<file path="config.mk">
export PLATFORM = sky130hd
export DESIGN_NAME = slc3_datapath_p_flat
export DESIGN_NICKNAME = d
export VERILOG_FILES = /design/src/rtl/slc3_datapath_p_pkg.sv /design/src/rtl/slc3_datapath_p_if.sv /design/src/rtl/slc3_datapath_p_reg_file.sv /design/src/rtl/slc3_datapath_p.sv /design/src/flat_wrapper.sv
export SDC_FILE = /design/constraint.sdc
export NUM_CORES = 1
export LEC_CHECK = 0
export ABC_AREA = 1
export BUFFER_PORTS_ARGS = -buffer_cell sky130_fd_sc_hd__buf_2
export CORE_MARGIN = 2
export CORE_UTILIZATION = 50
export CTS_BUF_LIST = sky130_fd_sc_hd__clkbuf_8
export CTS_CLUSTER_SIZE = 25
export DETAILED_ROUTE_END_ITERATION = 8
export PLACE_DENSITY_LB_ADDON = 0.05
export SETUP_SLACK_MARGIN = 0.15
export SYNTH_ARGS = -nofsm -noshare
export SYNTH_HDL_FRONTEND = slang
export SYNTH_SLANG_ARGS = --single-unit
</file>
<file path="constraint.sdc">
create_clock -name Clk -period 5.5 [get_ports Clk]
set_input_delay 0.275 -clock Clk [delete_from_list [all_inputs] [get_ports Clk]]
set_output_delay 0.275 -clock Clk [all_outputs]
set_load 0.02 [all_outputs]
</file>
<file path="src/rtl/slc3_datapath_p_pkg.sv">
// Shared types, bus-source encodings and sign-extension helper for the SLC-3 datapath.
package slc3_pkg;

  typedef enum logic [1:0] {PC_INC = 2'd0, PC_BUS = 2'd1, PC_ADDR = 2'd2, PC_HOLD = 2'd3} pcmux_t;
  typedef enum logic [1:0] {A2_ZERO = 2'd0, A2_OFF6 = 2'd1, A2_OFF9 = 2'd2, A2_OFF11 = 2'd3} addr2mux_t;
  typedef enum logic [1:0] {ALU_ADD = 2'd0, ALU_AND = 2'd1, ALU_NOT = 2'd2, ALU_PASSA = 2'd3} alu_op_t;

  // Gate vector order is {GateMARMUX, GateALU, GateMDR, GatePC}.
  localparam logic [3:0] SRC_PC     = 4'b0001;
  localparam logic [3:0] SRC_MDR    = 4'b0010;
  localparam logic [3:0] SRC_ALU    = 4'b0100;
  localparam logic [3:0] SRC_MARMUX = 4'b1000;

  localparam logic [2:0] NZP_RESET = 3'b010;
  localparam int unsigned SEXT_W = 64;

  // Sign-extend the low src_w bits of x to SEXT_W bits; callers truncate to WIDTH.
  function automatic logic [SEXT_W-1:0] sext(input logic [SEXT_W-1:0] x, input int unsigned src_w);
    logic [SEXT_W-1:0] shl;
    shl = x << (SEXT_W - src_w);
    return SEXT_W'($signed(shl) >>> (SEXT_W - src_w));
  endfunction

endpackage

</file>
<file path="src/rtl/slc3_datapath_p_if.sv">
// Control/status bundle between the ISDU (master) and the datapath (slave).
interface slc3_datapath_p_if #(parameter int unsigned WIDTH = 16);
  logic             LD_MAR, LD_MDR, LD_IR, LD_BEN, LD_CC, LD_REG, LD_PC, LD_LED;
  logic             GatePC, GateMDR, GateALU, GateMARMUX;
  logic [1:0]       PCMUX, ADDR2MUX, ALUK;
  logic             DRMUX, SR1MUX, SR2MUX, ADDR1MUX, MIO_EN;
  logic [WIDTH-1:0] MDR_In;
  logic [WIDTH-1:0] Bus, MAR, MDR, IR, PC;
  logic             BEN;
  logic [11:0]      LED;
  logic             BusErr, BusErrSticky;

  modport master (
    output LD_MAR, LD_MDR, LD_IR, LD_BEN, LD_CC, LD_REG, LD_PC, LD_LED,
    output GatePC, GateMDR, GateALU, GateMARMUX,
    output PCMUX, ADDR2MUX, ALUK, DRMUX, SR1MUX, SR2MUX, ADDR1MUX, MIO_EN, MDR_In,
    input  Bus, MAR, MDR, IR, PC, BEN, LED, BusErr, BusErrSticky
  );

  modport slave (
    input  LD_MAR, LD_MDR, LD_IR, LD_BEN, LD_CC, LD_REG, LD_PC, LD_LED,
    input  GatePC, GateMDR, GateALU, GateMARMUX,
    input  PCMUX, ADDR2MUX, ALUK, DRMUX, SR1MUX, SR2MUX, ADDR1MUX, MIO_EN, MDR_In,
    output Bus, MAR, MDR, IR, PC, BEN, LED, BusErr, BusErrSticky
  );
endinterface

</file>
<file path="src/rtl/slc3_datapath_p_reg_file.sv">
// 8-entry register file: two asynchronous read ports, one synchronous write port.
module slc3_reg_file #(
  parameter int unsigned WIDTH = 16
) (
  input  logic             clk,
  input  logic             rst_n,
  input  logic             i_we,
  input  logic [2:0]       i_waddr,
  input  logic [WIDTH-1:0] i_wdata,
  input  logic [2:0]       i_raddr1,
  input  logic [2:0]       i_raddr2,
  output logic [WIDTH-1:0] o_rdata1_c,
  output logic [WIDTH-1:0] o_rdata2_c
);
  localparam int unsigned NREGS = 8;

  logic [WIDTH-1:0] r_mem [NREGS];

  always_ff @(posedge clk or negedge rst_n) begin
    if (!rst_n) begin
      for (int unsigned i = 0; i < NREGS; i++) r_mem[i] <= '0;
    end else if (i_we) begin
      r_mem[i_waddr] <= i_wdata;
    end
  end

  // Reads see pre-edge contents, so a same-cycle write is not forwarded.
  assign o_rdata1_c = r_mem[i_raddr1];
  assign o_rdata2_c = r_mem[i_raddr2];
endmodule

</file>
<file path="src/rtl/slc3_datapath_p.sv">
// LC-3 architectural state and CPU bus; all loads are driven by the ISDU control word.
module slc3_datapath_p
  import slc3_pkg::*;
#(
  parameter int unsigned      WIDTH    = 16,
  parameter logic [WIDTH-1:0] PC_RESET = '0
) (
  input logic          Clk,
  input logic          Reset,
  slc3_datapath_p_if.slave dp
);
  logic [WIDTH-1:0] r_pc, r_mar, r_mdr, r_ir;
  logic [2:0]       r_nzp;
  logic             r_ben, r_bus_err_sticky;
  logic [11:0]      r_led;

  logic [WIDTH-1:0] w_sr1, w_sr2, w_alu_b, w_alu;
  logic [WIDTH-1:0] w_addr1, w_addr2, w_addr_sum, w_bus, w_pc_next;
  logic [2:0]       w_sr1_addr, w_dr_addr, w_nzp_next;
  logic [3:0]       w_gates;
  logic             w_bus_err;

  assign w_sr1_addr = dp.SR1MUX ? r_ir[8:6] : r_ir[11:9];
  assign w_dr_addr  = dp.DRMUX ? 3'd7 : r_ir[11:9];

  slc3_reg_file #(.WIDTH(WIDTH)) u_reg_file (
    .clk        (Clk),
    .rst_n      (Reset),
    .i_we       (dp.LD_REG),
    .i_waddr    (w_dr_addr),
    .i_wdata    (w_bus),
    .i_raddr1   (w_sr1_addr),
    .i_raddr2   (r_ir[2:0]),
    .o_rdata1_c (w_sr1),
    .o_rdata2_c (w_sr2)
  );

  always_comb begin : alu
    w_alu_b = dp.SR2MUX ? WIDTH'(sext(SEXT_W'(r_ir[4:0]), 5)) : w_sr2;
    w_alu   = w_sr1;
    case (alu_op_t'(dp.ALUK))
      ALU_ADD:   w_alu = w_sr1 + w_alu_b;
      ALU_AND:   w_alu = w_sr1 & w_alu_b;
      ALU_NOT:   w_alu = ~w_sr1;
      ALU_PASSA: w_alu = w_sr1;
      default:   w_alu = w_sr1;
    endcase
  end

  always_comb begin : addr_adder
    w_addr1 = dp.ADDR1MUX ? w_sr1 : r_pc;
    w_addr2 = '0;
    case (addr2mux_t'(dp.ADDR2MUX))
      A2_ZERO:  w_addr2 = '0;
      A2_OFF6:  w_addr2 = WIDTH'(sext(SEXT_W'(r_ir[5:0]), 6));
      A2_OFF9:  w_addr2 = WIDTH'(sext(SEXT_W'(r_ir[8:0]), 9));
      A2_OFF11: w_addr2 = WIDTH'(sext(SEXT_W'(r_ir[10:0]), 11));
      default:  w_addr2 = '0;
    endcase
    w_addr_sum = w_addr1 + w_addr2;
  end

  // Bus mux: any gate combination other than a single one-hot source drives zero.
  always_comb begin : bus_mux
    w_gates   = {dp.GateMARMUX, dp.GateALU, dp.GateMDR, dp.GatePC};
    w_bus_err = (w_gates & (w_gates - 4'd1)) != 4'd0;
    w_bus     = '0;
    case (w_gates)
      SRC_PC:     w_bus = r_pc;
      SRC_MDR:    w_bus = r_mdr;
      SRC_ALU:    w_bus = w_alu;
      SRC_MARMUX: w_bus = w_addr_sum;
      default:    w_bus = '0;
    endcase
  end

  always_comb begin : next_values
    w_pc_next = r_pc;
    case (pcmux_t'(dp.PCMUX))
      PC_INC:  w_pc_next = r_pc + WIDTH'(1);
      PC_BUS:  w_pc_next = w_bus;
      PC_ADDR: w_pc_next = w_addr_sum;
      PC_HOLD: w_pc_next = r_pc;
      default: w_pc_next = r_pc;
    endcase
    if (w_bus[WIDTH-1])      w_nzp_next = 3'b100;
    else if (w_bus == '0)    w_nzp_next = 3'b010;
    else                     w_nzp_next = 3'b001;
  end

  always_ff @(posedge Clk or negedge Reset) begin
    if (!Reset) begin
      r_pc             <= PC_RESET;
      r_mar            <= '0;
      r_mdr            <= '0;
      r_ir             <= '0;
      r_nzp            <= NZP_RESET;
      r_ben            <= 1'b0;
      r_led            <= '0;
      r_bus_err_sticky <= 1'b0;
    end else begin
      if (dp.LD_PC)  r_pc  <= w_pc_next;
      if (dp.LD_MAR) r_mar <= w_bus;
      if (dp.LD_MDR) r_mdr <= dp.MIO_EN ? dp.MDR_In : w_bus;
      if (dp.LD_IR)  r_ir  <= w_bus;
      if (dp.LD_CC)  r_nzp <= w_nzp_next;
      if (dp.LD_BEN) r_ben <= |(r_ir[11:9] & r_nzp);
      if (dp.LD_LED) r_led <= r_ir[11:0];
      if (w_bus_err) r_bus_err_sticky <= 1'b1;
    end
  end

  assign dp.Bus          = w_bus;
  assign dp.BusErr       = w_bus_err;
  assign dp.PC           = r_pc;
  assign dp.MAR          = r_mar;
  assign dp.MDR          = r_mdr;
  assign dp.IR           = r_ir;
  assign dp.BEN          = r_ben;
  assign dp.LED          = r_led;
  assign dp.BusErrSticky = r_bus_err_sticky;
endmodule

</file>
<file path="src/flat_wrapper.sv">
// flat-port wrapper written by rule: the top's interface ports become plain ports
module slc3_datapath_p_flat import slc3_pkg::*;
#(
  parameter int unsigned      WIDTH    = 16,
  parameter logic [WIDTH-1:0] PC_RESET = '0
)
  (Clk, Reset, dp_LD_MAR, dp_LD_MDR, dp_LD_IR, dp_LD_BEN, dp_LD_CC, dp_LD_REG, dp_LD_PC, dp_LD_LED, dp_GatePC, dp_GateMDR, dp_GateALU, dp_GateMARMUX, dp_PCMUX, dp_ADDR2MUX, dp_ALUK, dp_DRMUX, dp_SR1MUX, dp_SR2MUX, dp_ADDR1MUX, dp_MIO_EN, dp_MDR_In, dp_Bus, dp_MAR, dp_MDR, dp_IR, dp_PC, dp_BEN, dp_LED, dp_BusErr, dp_BusErrSticky);
  slc3_datapath_p_if #(.WIDTH(WIDTH)) dp_i ();
  input logic Clk;
  input logic Reset;
  input wire logic [$bits(dp_i.LD_MAR)-1:0] dp_LD_MAR;
  input wire logic [$bits(dp_i.LD_MDR)-1:0] dp_LD_MDR;
  input wire logic [$bits(dp_i.LD_IR)-1:0] dp_LD_IR;
  input wire logic [$bits(dp_i.LD_BEN)-1:0] dp_LD_BEN;
  input wire logic [$bits(dp_i.LD_CC)-1:0] dp_LD_CC;
  input wire logic [$bits(dp_i.LD_REG)-1:0] dp_LD_REG;
  input wire logic [$bits(dp_i.LD_PC)-1:0] dp_LD_PC;
  input wire logic [$bits(dp_i.LD_LED)-1:0] dp_LD_LED;
  input wire logic [$bits(dp_i.GatePC)-1:0] dp_GatePC;
  input wire logic [$bits(dp_i.GateMDR)-1:0] dp_GateMDR;
  input wire logic [$bits(dp_i.GateALU)-1:0] dp_GateALU;
  input wire logic [$bits(dp_i.GateMARMUX)-1:0] dp_GateMARMUX;
  input wire logic [$bits(dp_i.PCMUX)-1:0] dp_PCMUX;
  input wire logic [$bits(dp_i.ADDR2MUX)-1:0] dp_ADDR2MUX;
  input wire logic [$bits(dp_i.ALUK)-1:0] dp_ALUK;
  input wire logic [$bits(dp_i.DRMUX)-1:0] dp_DRMUX;
  input wire logic [$bits(dp_i.SR1MUX)-1:0] dp_SR1MUX;
  input wire logic [$bits(dp_i.SR2MUX)-1:0] dp_SR2MUX;
  input wire logic [$bits(dp_i.ADDR1MUX)-1:0] dp_ADDR1MUX;
  input wire logic [$bits(dp_i.MIO_EN)-1:0] dp_MIO_EN;
  input wire logic [$bits(dp_i.MDR_In)-1:0] dp_MDR_In;
  output wire logic [$bits(dp_i.Bus)-1:0] dp_Bus;
  output wire logic [$bits(dp_i.MAR)-1:0] dp_MAR;
  output wire logic [$bits(dp_i.MDR)-1:0] dp_MDR;
  output wire logic [$bits(dp_i.IR)-1:0] dp_IR;
  output wire logic [$bits(dp_i.PC)-1:0] dp_PC;
  output wire logic [$bits(dp_i.BEN)-1:0] dp_BEN;
  output wire logic [$bits(dp_i.LED)-1:0] dp_LED;
  output wire logic [$bits(dp_i.BusErr)-1:0] dp_BusErr;
  output wire logic [$bits(dp_i.BusErrSticky)-1:0] dp_BusErrSticky;
  assign dp_i.LD_MAR = dp_LD_MAR;
  assign dp_i.LD_MDR = dp_LD_MDR;
  assign dp_i.LD_IR = dp_LD_IR;
  assign dp_i.LD_BEN = dp_LD_BEN;
  assign dp_i.LD_CC = dp_LD_CC;
  assign dp_i.LD_REG = dp_LD_REG;
  assign dp_i.LD_PC = dp_LD_PC;
  assign dp_i.LD_LED = dp_LD_LED;
  assign dp_i.GatePC = dp_GatePC;
  assign dp_i.GateMDR = dp_GateMDR;
  assign dp_i.GateALU = dp_GateALU;
  assign dp_i.GateMARMUX = dp_GateMARMUX;
  assign dp_i.PCMUX = dp_PCMUX;
  assign dp_i.ADDR2MUX = dp_ADDR2MUX;
  assign dp_i.ALUK = dp_ALUK;
  assign dp_i.DRMUX = dp_DRMUX;
  assign dp_i.SR1MUX = dp_SR1MUX;
  assign dp_i.SR2MUX = dp_SR2MUX;
  assign dp_i.ADDR1MUX = dp_ADDR1MUX;
  assign dp_i.MIO_EN = dp_MIO_EN;
  assign dp_i.MDR_In = dp_MDR_In;
  assign dp_Bus = dp_i.Bus;
  assign dp_MAR = dp_i.MAR;
  assign dp_MDR = dp_i.MDR;
  assign dp_IR = dp_i.IR;
  assign dp_PC = dp_i.PC;
  assign dp_BEN = dp_i.BEN;
  assign dp_LED = dp_i.LED;
  assign dp_BusErr = dp_i.BusErr;
  assign dp_BusErrSticky = dp_i.BusErrSticky;
  slc3_datapath_p #(.WIDTH(WIDTH), .PC_RESET(PC_RESET)) u_core (.Clk(Clk), .Reset(Reset), .dp(dp_i));
endmodule
</file>
; ---- After elaboration in Yosys (flattened, before gate mapping)
; Index checks and enable logic that the tools add are counted.
[word_totals]
register_bits = 209
output_inout_bits = 95
elab_cells = 73
[classes]
n_addsub = 4
magnitude_cmp = 4
n_eq_ne = 13
mux = 20
bitwise = 8
reduce_logical = 8
[op_table]
columns = op, count
row1 = $pmux 16 s4, 3
row2 = $bwmux 128, 1
row3 = $mux 16, 8
row4 = $bmux 16 s3, 2
row5 = $demux 16 s3, 1
row6 = $pmux 16 s3, 1
row7 = $add 16x16->16, 2
row8 = $add 16x1->16 const B, 1
row9 = $and 16x16->16, 1
row10 = $logic_not 16->1, 1
row11 = $not 16->16, 1
row12 = $eq 2x2->1 const B, 6
row13 = $ge 4x4->1 const B, 3
row14 = $not 3->4, 3
row15 = $mux 3, 3
row16 = $eq 2x1->1 const B, 3
row17 = $logic_not 2->1, 3
row18 = $and 4x4->4, 1
row19 = $eq 4x1->1 const B, 1
row20 = $eq 4x2->1 const B, 1
row21 = $eq 4x3->1 const B, 1
row22 = $eq 4x4->1 const B, 1
row23 = $lt 4x1->1 const B, 1
row24 = $reduce_bool 4->1, 1
row25 = 7 further kinds, 7

; ---- Longest topological paths before layout
; Gate-level depths: netlist of run 1.
[depth]
word_depth = 11
ltp_mapped = 33
ltp_nobuf = 30

; ---- Hierarchy
; Synthesis of run 1 repeated with hierarchy kept, for this count alone.
[unflattened]
cells_unflattened = 2301
area_unflattened_um2 = 14716.6
[by_module_without_submodules]
columns = module, instances, cells_each, area_per_inst_um2
row1 = slc3_reg_file, 1, 1165, 7489.7
row2 = slc3_datapath_p, 1, 1136, 7226.9

; ---- Least setup slack after synthesis of run 1
; Ideal clock, no wire load.
[synth_path]
path_kind = flip-flop to output port
from = register u_core.r_ir[10], in the netlist u_core.dp.IR[10]
to = output port dp_Bus[15]
arrival_ns = 3.458
required_time_ns = 5.225
path_slack_ns = 1.767
path_stages_with_launch = 26
n_path_buf = 2
cell_sequence = dfrtp_1 -> inv_2 -> o21ai_4 -> buf_4 -> a21oi_2 -> o21ai_1 -> nand2_1 -> o21a_1 -> nand2_1 -> o21ai_0 -> ha_1 -> inv_1 -> nor3_1 -> a21oi_1 -> o21ai_0 -> nand2_1 -> nand2_1 -> nand3_1 -> nand2_2 -> nand3_1 -> nand3_1 -> nand3_1 -> nand2_2 -> inv_1 -> nand2_4 -> buf_4
[synth_between]
elab_chain_len = 8
[synth_rtl]
columns = item, line
row1 = from (decl), slc3_datapath_p.sv:12  ; logic [WIDTH-1:0] r_pc, r_mar, r_mdr, r_ir;
row2 = from (signal assigned), slc3_datapath_p.sv:105  ; if (dp.LD_IR) r_ir <= w_bus;
row3 = $mux 3, slc3_datapath_p.sv:23  ; assign w_sr1_addr = dp.SR1MUX ? r_ir[8:6] : r_ir[11:9];
row4 = $not 3->4 (not written as such), slc3_datapath_p_reg_file.sv:28  ; assign o_rdata1_c = r_mem[i_raddr1];
row5 = $bmux 16 s3, slc3_datapath_p_reg_file.sv:28
row6 = $mux 16 (not written as such) (2 in series), slc3_datapath_p_reg_file.sv:28
row7 = "$add 16x16->16, or another cell as far along", slc3_datapath_p.sv:42  ; ALU_ADD: w_alu = w_sr1 + w_alu_b;
row8 = $pmux 16 s4 / $add 16x16->16 (equally long branches), "slc3_datapath_p.sv:41, slc3_datapath_p.sv:60"
row9 = $pmux 16 s4 *, slc3_datapath_p.sv:68  ; case (w_gates)
row10 = to (decl), flat_wrapper.sv:32  ; output wire logic [$bits(dp_i.Bus)-1:0] dp_Bus;
; Mark *: on every way between the ends. The rest lies on a longest branch, timed or not. The select of a mux whose other input is x is not followed.

; ---- Final worst setup path of run 1
[layout_path]
from = register u_core.r_ir[0], in the netlist u_core.dp.IR[0]
to = output port dp_Bus[14]
[layout_between]
elab_chain_len = 8
[layout_rtl]
columns = item, line
row1 = $not 3->4 (not written as such), slc3_datapath_p_reg_file.sv:29  ; assign o_rdata2_c = r_mem[i_raddr2];
row2 = $bmux 16 s3, slc3_datapath_p_reg_file.sv:29
row3 = $mux 16 (not written as such) (2 in series), slc3_datapath_p_reg_file.sv:29
row4 = $mux 16, slc3_datapath_p.sv:39  ; w_alu_b = dp.SR2MUX ? WIDTH'(sext(SEXT_W'(r_ir[4:0]), 5)) : w_sr2;
row5 = $add 16x16->16 / $and 16x16->16 (equally long branches), "slc3_datapath_p.sv:42, slc3_datapath_p.sv:43"
row6 = $pmux 16 s4, slc3_datapath_p.sv:41  ; case (alu_op_t'(dp.ALUK))
row7 = $pmux 16 s4 *, slc3_datapath_p.sv:68
; Marked as above.

==> flow_summary.json, run 1 <==
{
  "finalSetupTns_ns": 0,
  "r2r_slack_ns": 0.99,
  "cts_tree": "yes",
  "critPathCaptureType": "output pin",
  "num_io_pins": 136,
  "switchingPower_mw": 3.07,
  "worstReg2RegEnd": "u_core.r_nzp[0]",
  "synth_edf_count": 0,
  "cts_made_buffers": 39,
  "worstPathRequired_ns": 5.22,
  "cts_num_sinks": 209,
  "holdWs_ns": 0.0193,
  "hold_viol_final": 0,
  "status": "finished, final reports clean",
  "grt.overflow.total": 0,
  "p_leak_nw": 7.83,
  "synthToLayoutAreaGrowth_pct": 13.1,
  "syn_inst": 2053,
  "h-tree-depth": 2,
  "grt_pass1_wl_um": 82200,
  "placementRows": 61,
  "ant_nets": 0,
  "grt_max_degree": 131,
  "synthesis.area_um2": 14100,
  "chipHeight_um": 172,
  "dp_cells": 2490,
  "drt-total-wl_um": 54900,
  "globalplace.congestion": 0.978,
  "synth_top_area_frac": 0.369,
  "p_per_area_nw_per_um2": 430,
  "finalWorstSetupSlack_ns": 0.461,
  "grt_usage": 0.371,
  "wire_per_inst_um": 21.4,
  "synth_top_flop_cell": "dfrtp_1",
  "ir_drop_mv": 0.227,
  "gr-usage-met3": 0.0760,
  "cp_max_fo": 28,
  "arrival_ns": 4.76,
  "instances_no_fill": 2571,
  "internal_power_mw": 3.78,
  "fmax_mhz": 198,
  "syn-num-nets": 2129,
  "pre_cts_ws_ns": 0.724,
  "drt_iter0_drc": 1683,
  "slew_viol_final": 0,
  "antenna_found_initial": 1,
  "firstDrtPassIters": 6,
  "grt_pass1_vias": 13900,
  "async_flop_share": 1.00,
  "switching_share": 0.448,
  "fin_skew_ns": 0.0263,
  "hp-class": "primary input to register",
  "fin_area_um2": 16000,
  "yosysSeqAreaShare": 0.371,
  "yosys_warnings": 0,
  "core-area_um2": 27800,
  "ys_types": 57,
  "clk_pin_slew_worst_paths_ns": 0.06,
  "seqPwrFrac": 0.329,
  "met2_usage": 0.557,
  "busiest_layer": "met2",
  "synthTopCellsByArea": "dfrtp_1 (37%), nand2_1 (13%), o21ai_0 (9.2%)",
  "rsz0062_at_grt": "no",
  "min_period_ns": 5.04,
  "tightest_slew_ns": 1.15,
  "synth_top_cell_by_area": "dfrtp_1",
  "finalSetupViolCount": 0,
  "die_w_um": 172,
  "drc": 0,
  "combPwrFrac": 0.435,
  "viasPerCell": 5.84,
  "reg2regPathDepth": 26,
  "clockBufferDepth": 3,
  "hpwl_um": 38300,
  "fin_crit_sh": 0.916,
  "postSynthAreaPerCell_um2": 6.87,
  "clk_latency_ns": 0.57,
  "synth_seq_cells": 209,
  "reg2reg_from": "u_core.dp.IR[10]",
  "clockPowerShare": 0.236,
  "min_from": "dp_MDR_In[15]",
  "placed_area_um2": 15000,
  "root_buffer": "clkbuf_8",
  "vias": 15000,
  "layout-drive-gt1-share": 0.143,
  "dieArea_um2": 29600,
  "numPortBuffers": 135,
  "hold_end": "u_core.dp.MDR[15]",
  "start_util": 0.508,
  "max-slew-margin-rel": 0.234,
  "startpoint_type": "register",
  "grtUsageMet1": 0.513,
  "critPathKind": "register to output pin",
  "final_nets": 2239,
  "hold_depth": 3,
  "cap_violations": 0
}
synthesized netlist by cell type (2+ instances only):
cell / n
a21o_1: 2
a21oi_1: 162
a21oi_2: 2
a221oi_1: 4
a31oi_1: 17
buf_1: 6
buf_2: 20
buf_4: 8
buf_6: 11
clkbuf_1: 63
dfrtp_1: 208
ha_1: 34
inv_1: 243
inv_2: 7
nand2_1: 479
nand2_2: 24
nand2_4: 6
nand3_1: 161
nand3_2: 12
nand3b_1: 3
nand4_1: 6
nor2_1: 181
nor2_2: 4
nor3_1: 13
nor3_2: 2
o211ai_1: 14
o21a_1: 2
o21ai_0: 258
o21ai_1: 8
o21ai_2: 4
o21ai_4: 2
o221ai_1: 7
o22ai_1: 36
o31ai_1: 2
or2_2: 4
xnor2_1: 2
xor2_1: 16
registers in the layout (all words and copies together) (netlist names):
register                 flops
u_core.dp.MAR               16
u_core.r_nzp                 3
u_core.dp.MDR               16
u_core.dp.LED               12
u_core.dp.IR                16
u_core.u_reg_file.r_mem    128
u_core.dp.PC                16
u_core.dp.BusErrSticky       1
u_core.dp.BEN                1
cell type report:
type	count	area, um^2
antenna	1	2.50
clock buffer	48	661
clock inverter	22	160
fill	2818	11800
inverter	251	942
multi-input combinational	1485	7470
sequential	209	5230
tap	378	473
timing repair buffer	177	1010
cell families (layout without fill, tap and decap cells):
family                   after synthesis  after routing  synth area share
AND/OR/NAND/NOR                      900            900             0.274
buffers and inverters                360            498             0.106
XOR/XNOR                              18             18            0.0112
adder cells (fa/ha/maj)               35             35            0.0316
other                                  0              1                 0
AO/OA/AOI/OAI                        530            531             0.206
multiplexers                           1              1          0.000709
flip-flops                           209            209             0.371
worst max-delay path, stage by stage, from the launching register on:
cell and delay (ns):
dfrtp_2 0.39, inv_1 0.82, buf_4 0.32, a21oi_1 0.08, o21ai_0 0.09, nand2_1 0.10
nand2_1 0.07, nand3_1 0.18, ha_1 0.50, nand2_1 0.13, nor3_1 0.21, nor3b_2 0.20
nand2_1 0.09, nand3_1 0.07, nand3_1 0.13, nand2_1 0.14, nand3_2 0.24, buf_4 0.25
buf_2 0.15
metal layers:
layer  wire length [um]  part of all wire  vias to the layer above
li1                   -                 -                     6979
met1              22800              0.42                     6986
met2              22800              0.42                      879
met3               6280              0.11                      173
met4               2960             0.054                        0
met5                  0                 0                        -
power groups by stage:
stage               logic, mW  clock network, mW  registers (mW)
finish                   2.98               1.62            2.25
floorplan                1.94                  0            2.28
detailed placement       2.90                  0            2.26
global route             3.30               1.70            2.30
CTS                      2.92               1.64            2.24
global placement         2.87                  0            2.26
worst max-delay path by stage:
stage	to	start
4_1_cts	dp_Bus[11]	u_core.dp.IR[10]
3_3_place_gp	dp_Bus[15]	u_core.dp.IR[10]
3_5_place_dp	dp_Bus[8]	dp_SR1MUX
2_1_floorplan	dp_Bus[15]	u_core.dp.IR[10]
5_1_grt	dp_Bus[15]	u_core.dp.IR[10]
6_report	dp_Bus[14]	u_core.dp.IR[0]
timing repair:
action / 4_1_cts / 5_1_grt
setup endpoints to repair: 1 / 7
cloned: 0 / 1
setup buffers: 0 / 4
gates resized for setup: 1 / 5
hold endpoints to repair: 132 / 0
pin swaps: 0 / 1
hold buffers: 5 / 0
metrics by stage:
stage	power (mW)	utilization
after global routing	7.29	0.574
after floorplan	4.21	-
after CTS	6.80	0.572
after detailed placement	5.16	0.540
after global placement	5.13	0.540
final	6.85	0.574
placed cells by master (no fill, tap or decap), types with 2 or more instances in the layout:
master and count:
nor3_2 3, nand2_2 23, nand3_2 12, nand4_1 6, a21oi_1 162, nand2_8 2, o21ai_2 5, inv_1 257
nand3_1 161, nand2_1 478, clkbuf_8 48, ha_1 34, inv_2 7, nor2_4 4, buf_4 37, bufinv_16 2
nor3_1 12, o21ai_1 9, nor2_1 173, xor2_1 16, o221ai_1 7, a21oi_2 2, nand3b_1 3, a21o_1 2
o21a_1 2, o21ai_4 2, o31ai_1 2, o211ai_1 14, or2_2 4, a31oi_1 17, o22ai_1 36, nor2_2 8
clkinv_2 3, a221oi_1 4, dfrtp_1 207, o21ai_0 257, xnor2_1 2, nand2_4 6, buf_2 134, dlygate4sd3_1 5
(Power assumes the default switching activity.)
==> run 2: changes to the inputs <==
--- a/config.mk
+++ b/config.mk
@@ -7,13 +7,16 @@
 export LEC_CHECK = 0
 export ABC_AREA = 1
 export BUFFER_PORTS_ARGS = -buffer_cell sky130_fd_sc_hd__buf_2
+export CORE_ASPECT_RATIO = 0.7
 export CORE_MARGIN = 2
 export CORE_UTILIZATION = 50
 export CTS_BUF_LIST = sky130_fd_sc_hd__clkbuf_8
 export CTS_CLUSTER_SIZE = 25
 export DETAILED_ROUTE_END_ITERATION = 8
+export GPL_TIMING_DRIVEN = 0
 export PLACE_DENSITY_LB_ADDON = 0.05
 export SETUP_SLACK_MARGIN = 0.15
 export SYNTH_ARGS = -nofsm -noshare
 export SYNTH_HDL_FRONTEND = slang
 export SYNTH_SLANG_ARGS = --single-unit
+export TNS_END_PERCENT = 10
==> flow_summary.json, run 2 (synthesis gave the netlist of run 1 again) <==
{
  "cap_violations": 0,
  "dieArea_um2": 29600,
  "final_nets": 2312,
  "cts_made_buffers": 37,
  "numPortBuffers": 133,
  "largest_register": "u_core.u_reg_file.r_mem",
  "cpMaxStageDelayCell": "fa_1",
  "slew_viol_final": 0,
  "n_antenna_cell": 0,
  "die_w_um": 205,
  "min_period_ns": 5.19,
  "root_buffer": "clkbuf_8",
  "final_common_cell": "nand2_1",
  "fin_crit_sh": 0.944,
  "fin_skew_ns": 0.0295,
  "p_leak_nw": 7.96,
  "layout-drive-gt1-share": 0.143,
  "synthToLayoutAreaGrowth_pct": 15.2,
  "max-slew-margin-rel": 0.209,
  "hold_viol_final": 0,
  "chipHeight_um": 145,
  "p_per_area_nw_per_um2": 421,
  "fillers": 2770,
  "placementRows": 51,
  "crit_buf_inv": 6,
  "ant_nets": 0,
  "drt-total-wl_um": 59800,
  "cts_tree": "yes",
  "hp-class": "primary input to register",
  "critPathTopFamily": "simple AND/OR/NAND/NOR gates",
  "antenna_found_initial": 1,
  "clockBufferDepth": 3,
  "ir_drop_mv": 0.206,
  "finalSetupTns_ns": 0,
  "grt.overflow.total": 0,
  "num_io_pins": 136,
  "startpoint_type": "register",
  "wire_per_inst_um": 22.7,
  "grt_max_degree": 84,
  "rsz0062_at_grt": "yes",
  "finalSetupViolCount": 0,
  "fmax_mhz": 193,
  "globalplace.congestion": 0.990,
  "hpwl_um": 44300,
  "start_util": 0.508,
  "grt_pass1_wl_um": 88900,
  "grt_pass1_vias": 14400,
  "drc": 0,
  "arrival_ns": 4.92,
  "cpPeakStageDelay_ns": 0.53,
  "viasPerCell": 5.96,
  "cts_num_sinks": 209,
  "grt_usage": 0.407,
  "worstPathRequired_ns": 5.22,
  "cp_max_fo": 10,
  "vias": 15700,
  "core-area_um2": 27800,
  "critPathCaptureType": "output pin",
  "final_cell_mix": "nand2_1 (477), o21ai_0 (257), inv_1 (253)",
  "tightest_slew_ns": 1.18,
  "crit_top_cell": "nand2_1",
  "clk_pin_slew_worst_paths_ns": 0.07,
  "drt_iter0_drc": 2084,
  "p_total_mw": 6.84,
  "clk_latency_ns": 0.58,
  "status": "finished, final reports clean",
  "critPathKind": "register to output pin",
  "firstDrtPassIters": 6,
  "h-tree-depth": 2,
  "largest_register_ffs": 128
}
-- run 2: cell count changes in the layout (fill, tap and decap cells not counted), sizes merged --
cell | before | now
clkinv | 5 | 4
clkbuf | 48 | 116
o21ai | 273 | 272
inv | 265 | 261
clkinvlp | 1 | 0
diode | 1 | 0
dlygate4sd3 | 5 | 7
bufinv | 2 | 1
buf | 172 | 180
-- run 2: path summary, 6_finish.rpt --
kind	startpoint	endpoint	slack, ns	depth (start not counted)
hold reg to reg	u_core.dp.BusErrSticky	u_core.dp.BusErrSticky	0.47	1
hold / removal	dp_MDR_In[3]	u_core.dp.MDR[3]	0.01	3
setup / recovery	u_core.dp.IR[6]	dp_Bus[6]	0.31	25
min in group asynchronous	Reset	u_core.u_reg_file.r_mem[110]	0.19	2
setup reg to reg	u_core.dp.IR[1]	u_core.u_reg_file.r_mem[126]	0.61	22
max in group asynchronous	Reset	u_core.r_nzp[1]	4.08	4
-- run 2: what timing repair did --
item,in CTS,in global routing
setup endpoints to repair,7,10
hold buffers,7,0
resized for setup,3,25
cloned,0,0
hold endpoints to repair,57,0
setup buffers,3,1
pin swaps,1,1
-- run 2: layout make-up --
class / count / area (um^2) / share of cell area
Buffer: 107 / 563 / 0.0347
Clock buffer: 50 / 688 / 0.0424
Clock inverter: 15 / 95.1 / 0.00585
Inverter: 251 / 942 / 0.0580
Multi-Input combinational cell: 1484 / 7430 / 0.457
Sequential cell: 209 / 5240 / 0.322
Tap cell: 371 / 464 / 0.0286
Timing Repair Buffer: 146 / 831 / 0.0511
-- run 2: layer usage --
metal	track usage	wire, um
met1	0.610	25800
met2	0.531	22800
met3	0.138	9150
met4	0.146	1970
met5	0	13
-- run 2: metrics by stage --
step	hold slack (ns)	instances	area [um^2]	utilization	setup slack, ns
6_report	0.0115	2633	16200	0.585	0.307
5_1_grt	0.0197	2633	16200	0.585	0.0919
4_1_cts	0.00202	2632	16200	0.583	0.0983
3_5_place_dp	0.226	2559	15300	0.552	0.293
3_3_place_gp	0.448	2557	15200	0.549	0.223
2_1_floorplan	-0.0206	2053	14100	-	1.77
-- run 2: power breakdown --
part / switching, mW / internal, mW / total, mW / leakage [nW]
registers: 0.287 / 1.96 / 2.25 / 2.59
logic: 2.06 / 0.955 / 3.01 / 4.92
clock network: 0.724 / 0.858 / 1.58 / 0.443
-- run 2: worst reg2reg max path, cell delays in order, from the launching register on --
cell      delay (ns)
dfrtp_1         0.35
buf_2           0.27
buf_1           0.51
clkbuf_1        0.63
o21ai_0         0.20
nand3_1         0.10
o21ai_0         0.18
ha_1            0.34
ha_1            0.22
inv_1           0.07
nand2_1         0.09
nand3_2         0.10
nand2_2         0.10
nand2_2         0.09
nand2_2         0.08
nand2_1         0.13
nand2_1         0.07
nand2_1         0.07
nand3_1         0.09
nand2_1         0.12
nand3_2         0.25
inv_1           0.53
a21oi_1         0.14
==> run 3: changes to the inputs <==
--- a/config.mk
+++ b/config.mk
@@ -14,6 +14,7 @@
 export CTS_CLUSTER_SIZE = 25
 export DETAILED_ROUTE_END_ITERATION = 8
 export GPL_TIMING_DRIVEN = 0
+export MAX_ROUTING_LAYER = met4
 export PLACE_DENSITY_LB_ADDON = 0.05
 export SETUP_SLACK_MARGIN = 0.15
 export SYNTH_ARGS = -nofsm -noshare
==> constraint.sdc (replaced) <==
create_clock -name Clk -period 4.84 [get_ports Clk]
set_input_delay 0.242 -clock Clk [delete_from_list [all_inputs] [get_ports Clk]]
set_output_delay 0.242 -clock Clk [all_outputs]
set_load 0.02 [all_outputs]
==> flow_summary.json, run 3 (synthesis gave the netlist of run 1 again) <==
{
  "status": "finished, final reports clean",
  "n_antenna_cell": 0,
  "final_nets": 2373,
  "root_buffer": "clkbuf_8",
  "cts_made_buffers": 36,
  "hp-class": "primary input to register",
  "max-slew-margin-rel": 0.185,
  "fin_skew_ns": 0.0269,
  "antenna_found_initial": 0,
  "largest_register_ffs": 128,
  "clk_pin_slew_worst_paths_ns": 0.07,
  "min_period_ns": 4.63,
  "grt_pass1_vias": 14600,
  "fmax_mhz": 216,
  "synthToLayoutAreaGrowth_pct": 20.0,
  "tightest_slew_ns": 1.22,
  "globalplace.congestion": 1.05,
  "cpPeakStageDelay_ns": 0.47,
  "drc": 0,
  "startpoint_type": "register",
  "p_per_area_nw_per_um2": 465,
  "finalWorstSetupSlack_ns": 0.209,
  "ant_nets": 0,
  "critPathCaptureType": "output pin",
  "cp_max_fo": 10,
  "cap_violations": 0,
  "numPortBuffers": 133,
  "hpwl_um": 44200,
  "cpMaxStageDelayCell": "dfrtp_2",
  "p_leak_nw": 8.29,
  "critPathKind": "register to output pin",
  "final_common_cell": "nand2_1",
  "placementRows": 51,
  "post-route-util": 0.610,
  "slew_viol_final": 0,
  "largest_register": "u_core.u_reg_file.r_mem",
  "start_util": 0.508,
  "wire_per_inst_um": 22.6,
  "viasPerCell": 5.98,
  "die_w_um": 205,
  "worstPathRequired_ns": 4.60,
  "clk_latency_ns": 0.58,
  "grt_max_degree": 112,
  "ir_drop_mv": 0.302,
  "h-tree-depth": 2,
  "hold_viol_final": 0,
  "drt_iter0_drc": 2243,
  "num_io_pins": 136,
  "dieArea_um2": 29600,
  "finalSetupViolCount": 0,
  "cts_tree": "yes",
  "grt_pass1_wl_um": 89400,
  "crit_chain": "inv_1, clkbuf_4, clkbuf_4, clkbuf_4, nor2_1, ha_2, fa_2, nand3_1, nand2_1, nand2_1, nand2_1, nand2_1, nand2_1, nand2_1, a21oi_2, xor2_1, nand2_1, o221ai_1, inv_1, nand2_4, buf_8, buf_4",
  "chipHeight_um": 145,
  "finalSetupTns_ns": 0,
  "drt-total-wl_um": 60900,
  "arrival_ns": 4.39,
  "clockBufferDepth": 3,
  "final_cell_mix": "nand2_1 (469), inv_1 (252), o21ai_0 (247)",
  "layout-drive-gt1-share": 0.175,
  "crit_top_cell": "nand2_1",
  "firstDrtPassIters": 6,
  "grt_usage": 0.421,
  "fin_crit_sh": 0.957,
  "core-area_um2": 27800,
  "grt.overflow.total": 0,
  "rsz0062_at_grt": "yes",
  "pre_cts_ws_ns": -0.282,
  "cts_num_sinks": 209,
  "vias": 16100
}
-- run 3: changes by cell type in the layout (fill, tap and decap cells not counted), sizes merged --
cell / delta
clkinvlp: +2
inv: +5
clkbuf: -4
buf: +47
bufinv: -1
dlygate4sd3: +13
-- run 3: stage by stage --
step	hold WS [ns]	power [mW]	instance area (um^2)	instances
floorplan	-0.0536	4.79	14100	2053
CTS	0.00836	7.58	16500	2663
global route	0.0418	8.33	16900	2695
global placement	0.448	5.79	15200	2557
detailed placement	0.360	5.85	15300	2559
finish	0.0191	7.87	16900	2695
-- run 3: path summary, 6_finish.rpt --
kind	startpoint	endpoint	slack, ns	cells after the start
min	dp_MDR_In[0]	u_core.dp.MDR[0]	0.02	3
max in group asynchronous	Reset	u_core.dp.IR[10]	3.40	3
max reg2reg	u_core.dp.IR[1]	u_core.dp.IR[13]	0.34	18
min in group asynchronous	Reset	u_core.u_reg_file.r_mem[46]	0.30	2
max	u_core.dp.IR[0]	dp_Bus[8]	0.21	22
min reg2reg	u_core.dp.BusErrSticky	u_core.dp.BusErrSticky	0.47	1
-- run 3: report_power, final --
group,switching (mW),internal (mW)
Combinational,2.44,1.24
Sequential,0.328,2.23
Clock,0.819,0.824
-- run 3: cell type report --
cell class / count / area (um^2)
plain buffers: 109 / 707
repair buffers: 206 / 1310
well taps: 371 / 464
clock buffers: 44 / 606
flip-flops and latches: 209 / 5240
fillers: 2724 / 10800
inverters: 251 / 953
multi-input cells: 1484 / 7560
clock inverters: 21 / 91.3
-- run 3: what timing repair did --
action	4_1_cts	5_1_grt
endpoints found under the hold margin	121	0
pin swaps	11	23
resized for setup	58	77
hold buffers	20	0
setup buffers	19	32
endpoints found under the setup margin	54	18
-- run 3: worst max-delay path, delay by kind of cell, from the launching register on --
kind,cells,cell delay [ns]
flip-flops,1,0.47
XOR/XNOR,1,0.17
buffers and inverters,7,1.45
AND/OR/NAND/NOR,10,0.87
adder cells (fa/ha/maj),2,0.65
AO/OA/AOI/OAI,2,0.19
-- run 3: routing by layer --
layer	track usage	part of all wire	vias up
li1	-	-	7248
met4	0.140	0.032	0
met2	0.542	0.39	1001
met5	-	0	-
met1	0.616	0.44	7708
met3	0.127	0.14	156
